===== src/rtl/fifo_pkg.sv =====
// Shared sizing for the 32x8 FIFO and its storage.
// Defaults match the LIFO stack so either buffer fits the same datapath.
package fifo_pkg;

   localparam int FIFO_WIDTH   = 8;
   localparam int FIFO_DEPTH   = 32;
   localparam int FIFO_ADDR_W  = 5;
   localparam int FIFO_COUNT_W = FIFO_ADDR_W + 1;

endpackage : fifo_pkg


===== src/rtl/fifo_ram.sv =====
// DEPTH x WIDTH storage: one synchronous write port and one registered read port.
// A read and a write to the same address in one cycle return the old word.
module fifo_ram
   import fifo_pkg::*;
#(
   parameter int WIDTH  = FIFO_WIDTH,
   parameter int DEPTH  = FIFO_DEPTH,
   parameter int ADDR_W = FIFO_ADDR_W
) (
   input  logic              clk,
   input  logic              reset,
   input  logic              we_i,
   input  logic [ADDR_W-1:0] waddr_i,
   input  logic [WIDTH-1:0]  wdata_i,
   input  logic              re_i,
   input  logic [ADDR_W-1:0] raddr_i,
   output logic [WIDTH-1:0]  rdata_o
);

   logic [WIDTH-1:0] mem_q [DEPTH];
   logic [WIDTH-1:0] rdata_q;

   // NOTE: storage is deliberately not reset; its contents are don't-care and a
   // reset would force the array into flops instead of a RAM macro.
   always_ff @(posedge clk) begin
      if (we_i) begin
         mem_q[waddr_i] <= wdata_i;
      end
   end

   // NOTE: non-blocking assignments here are what give old-data-on-collision:
   // the read samples mem_q before this edge's write lands.
   always_ff @(posedge clk) begin
      if (reset) begin
         rdata_q <= '0;
      end else if (re_i) begin
         rdata_q <= mem_q[raddr_i];
      end
   end

   assign rdata_o = rdata_q;

endmodule : fifo_ram


===== src/rtl/fifo_32x8.sv =====
// 32-entry x 8-bit in-order queue: pointers, occupancy count, flags and
// registered overflow/underflow pulses around a fifo_ram storage array.
module fifo_32x8
   import fifo_pkg::*;
#(
   parameter int WIDTH  = FIFO_WIDTH,
   parameter int DEPTH  = FIFO_DEPTH,
   parameter int ADDR_W = FIFO_ADDR_W
) (
   input  logic              clk,
   input  logic              reset,
   input  logic [WIDTH-1:0]  in,
   input  logic              wr_en,
   input  logic              rd_en,
   output logic [WIDTH-1:0]  out,
   output logic              out_valid,
   output logic              empty,
   output logic              full,
   output logic [ADDR_W:0]   count,
   output logic              overflow,
   output logic              underflow
);

   localparam int CNT_W = ADDR_W + 1;

   logic [ADDR_W-1:0] wr_ptr_q, wr_ptr_d;
   logic [ADDR_W-1:0] rd_ptr_q, rd_ptr_d;
   logic [CNT_W-1:0]  count_q, count_d;
   logic              out_valid_q;
   logic              overflow_q;
   logic              underflow_q;
   logic              rd_ok;
   logic              wr_ok;

   assign empty = (count_q == '0);
   assign full  = (count_q == CNT_W'(DEPTH));

   // A read frees a slot in the same cycle, so a full FIFO still accepts a write.
   assign rd_ok = rd_en & ~empty;
   assign wr_ok = wr_en & (~full | rd_ok);

   // NOTE: every always_comb output gets a default first so no latch is inferred.
   always_comb begin
      wr_ptr_d = wr_ptr_q;
      rd_ptr_d = rd_ptr_q;
      count_d  = count_q;
      if (wr_ok) wr_ptr_d = wr_ptr_q + ADDR_W'(1);
      if (rd_ok) rd_ptr_d = rd_ptr_q + ADDR_W'(1);
      if (wr_ok && !rd_ok)      count_d = count_q + CNT_W'(1);
      else if (rd_ok && !wr_ok) count_d = count_q - CNT_W'(1);
   end

   always_ff @(posedge clk) begin
      if (reset) begin
         wr_ptr_q    <= '0;
         rd_ptr_q    <= '0;
         count_q     <= '0;
         out_valid_q <= 1'b0;
         overflow_q  <= 1'b0;
         underflow_q <= 1'b0;
      end else begin
         wr_ptr_q    <= wr_ptr_d;
         rd_ptr_q    <= rd_ptr_d;
         count_q     <= count_d;
         out_valid_q <= rd_ok;
         overflow_q  <= wr_en & full & ~rd_ok;
         underflow_q <= rd_en & empty;
      end
   end

   fifo_ram #(
      .WIDTH  (WIDTH),
      .DEPTH  (DEPTH),
      .ADDR_W (ADDR_W)
   ) u_ram (
      .clk     (clk),
      .reset   (reset),
      .we_i    (wr_ok & ~reset),
      .waddr_i (wr_ptr_q),
      .wdata_i (in),
      .re_i    (rd_ok),
      .raddr_i (rd_ptr_q),
      .rdata_o (out)
   );

   assign out_valid = out_valid_q;
   assign count     = count_q;
   assign overflow  = overflow_q;
   assign underflow = underflow_q;

endmodule : fifo_32x8


===== config.mk =====
export PLATFORM = sky130hd
export DESIGN_NAME = fifo_32x8
export DESIGN_NICKNAME = d
export VERILOG_FILES = /design/src/rtl/fifo_pkg.sv /design/src/rtl/fifo_ram.sv /design/src/rtl/fifo_32x8.sv
export SDC_FILE = /design/constraint.sdc
export NUM_CORES = 1
export LEC_CHECK = 0
export CAP_MARGIN = 20
export CORE_MARGIN = 3
export CORE_UTILIZATION = 30
export DETAILED_ROUTE_END_ITERATION = 8
export PLACE_DENSITY = 0.45
export SLEW_MARGIN = 10
export SYNTH_ARGS = -nofsm -noshare
export SYNTH_HDL_FRONTEND = slang
export SYNTH_SLANG_ARGS = --single-unit

===== constraint.sdc =====
create_clock -name clk -period 4.5 [get_ports clk]
set_input_delay 1.125 -clock clk [delete_from_list [all_inputs] [get_ports clk]]
set_output_delay 1.125 -clock clk [all_outputs]
set_load 0.02 [all_outputs]

==> impl_results.md <==
- TritonCTS Buffers: 30
- Fraction of layout cells with a size suffix above 1: 19.2%
- Initial antenna violation count: 0
- R2R Path Start: count[3]
- Final cell count without fillers: 1154
- 1st-iter DRT viols: 352
- Worst Tran Pin Value: 982 ps
- Slowest-stage cell, CP: or4_1
- GPL Wtd Cong: 0.739
- HPWL Detailed: 16000 um
- WL/cell: 22.2 um
- HP Class: flip-flop to flip-flop
- Critical path arrival: 2560 ps
- WHS Path Cells: 1
- Nets: 685
- Top delay family on crit path: simple AND/OR/NAND/NOR gates
- WP buf/inv: 2
- Hold endpoint: u_ram.rdata_o[2]
- P_leak: 4.13 nW
- CP Capture Type: primary output
- Yosys cell types: 51
- Drt via density: 4.88
- Area grow syn2layout: 17.6%
- Data required time of the critical path: 3380 ps
- Status: finished clean
- Most common cell after layout, fill and taps aside: edfxtp_1
- Fmax: 271 MHz
- Postcts setup bufs: 0
- Setup TNS: 0 ps
- Final setup violation count: 0
- Most frequent cells in the layout: 256 x edfxtp_1, 49 x nor2_1, 44 x mux4_2
- Die footprint: 39600 um2
- CTS tree: built
- Clock skew: 12.1 ps
- Seq cells post-synth: 283
- Vias: 5627
- Area share of and/or/nand/nor cells after synthesis: 4.21%
- Hold Vio Cnt, Final: 0
- Slowest stage delay, CP: 620 ps
- IR Drop Worst-Case VDD: 0.289 mV
- Final Max Slew Viols: 0
- Design area: 13100 um2
- Ys Warns: 0
- MaxCap Viol Count: 0
- RR Endpoint: count[4]
- R2R cell count: 12
- Hold Crit Start: u_ram.rdata_o[2]
- Vias in the first global route: 5968
- Cell Area, Placed: 12100 um2
- Avg Inst Size Synth: 18.5 um2
- DRT Wirelength: 25600 um
- # resized after CTS: 0
- Initial Utilization: 30.5%
- Post-synthesis xor/xnor area fraction: 0.784%
- Critical path fanouts, max: 4
- Slew HR: 34.4%
- Post-Syn Nets: 626
- PD cells: 536 nW/um2
- Cells after DPL: 1098
- Sequential cell area fraction in the yosys report: 73.7%
- Final hold slack: 484 ps
- Core Area: 36600 um2
- Port buffer count: 30
- Clock latency on the worst-skew pair: 540 ps
- Drt pass-1 iters: 4
- CTS H-tree depth: 1
- Clk buf depth: 3
- FF-to-FF setup slack: 980 ps
- Routed Antenna Nets: 0
- Adder-cell area share of the yosys netlist: 1.30%
- CTS Root Cell: clkbuf_16
- Synth Flop Type: edfxtp_1
- Synth Area in Compound Gates: 5.15%
- Startpoint Class: flip-flop
- Syn Std Cell Area: 11200 um2
- Hold_buf cts: 0
- Std cell rows: 70
- Final period util: 81.9%
- Die Span Y: 199 um
- Min cycle time layout: 3680 ps
- Number of diodes: 0
- Register clock-pin slew on the reported worst setup and hold paths: 60 ps
- Placement Setup Slack: 344 ps
- Pin count of the biggest net entering global routing: 42
- Largest family of logic cells by synthesized area: multiplexers
- Residual DRC: 0
- Total gr overflow: 0
- Crit Path Class: flip-flop to primary output
- Boundary pin count: 31
- Global-route wire length before repair: 38600 um
- Crit path cell chain: or4_1 > or3_1 > inv_1 > clkdlybuf4s50_1
- Total Routing Usage GR: 13.1%
- Post-synth EDFFs: 256
- Clk sink count: 283
- Syn Inst Count: 603
- Post-synthesis mux area share: 12.9%
- FFs w/ async S/R, synth: 0%
- RSZ-0062 raised after global routing: false
- Die Wd: 199 um
- Final worst slack: 816 ps
-- cell families after synthesis --
kind of cell,Yosys count
mux,81
xor+xnor,10
fa+ha+maj,11
flops,283
simple gates,99
compound gates,78
buf+inv,41
-- layer usage --
metal / vias up / routed length [um] / GRT usage (%)
met5: - / 0 / 0
met4: 0 / 567 / 3.38
met3: 38 / 919 / 1.80
met2: 103 / 12800 / 22.4
met1: 2929 / 11400 / 17.8
li1: 2557 / - / -
-- worst max-delay path by stage --
stage / from / endpoint / slack (ps) / cells after the start
after floorplan: rd_en / count[4] / 1050 / 11
after global placement: rd_en / count[5] / 430 / 12
after detailed placement: rd_en / count[5] / 340 / 12
after CTS: count[3] / empty / 780 / 4
after global routing: count[3] / empty / 710 / 4
final: count[3] / empty / 820 / 4
-- synthesized netlist by cell type, types with 6 or more instances --
cell type	count	area, um2
a21oi_1	23	115
a22o_1	14	123
a22oi_1	8	60.1
clkbuf_1	14	52.6
dfxtp_1	27	541
edfxtp_1	256	7690
ha_1	10	125
inv_1	11	41.3
mux2i_1	31	310
mux4_2	44	991
nand2_1	16	60.1
nor2_1	49	184
o221ai_1	8	70.1
o22ai_1	7	43.8
xor2_1	6	52.6
-- registers in the layout, summed over array words and instances, names as in the netlist --
| register | cells |
|---|---|
| underflow | 1 |
| out_valid | 1 |
| rd_ptr_q | 5 |
| count | 6 |
| u_ram.mem_q | 256 |
| u_ram.rdata_o | 8 |
| overflow | 1 |
| wr_ptr_q | 5 |
-- power breakdown --
group | leakage (nW) | internal (W) | switching, W
sequential | 2.52 | 0.00294 | 0.000120
clock | 0.522 | 0.00161 | 0.000969
combinational | 1.09 | 0.000685 | 0.000729
total | 4.13 | 0.00523 | 0.00182
-- final cells by class --
class	count	area [um2]
repair buffers	56	495
well taps	468	586
inverters	12	45.0
fillers	3428	23500
clock inverters	21	248
clock buffers	35	801
multi-input cells	279	2730
flip-flops and latches	283	8230
-- per-stage QoR --
stage                     util [%]  total power, W
after floorplan                  -         0.00409
after global placement        33.0         0.00452
after detailed placement      33.0         0.00455
after CTS                     35.9         0.00715
after global routing          35.9         0.00735
final                         35.9         0.00704
Note: power is estimated with default switching activity, not from simulation.
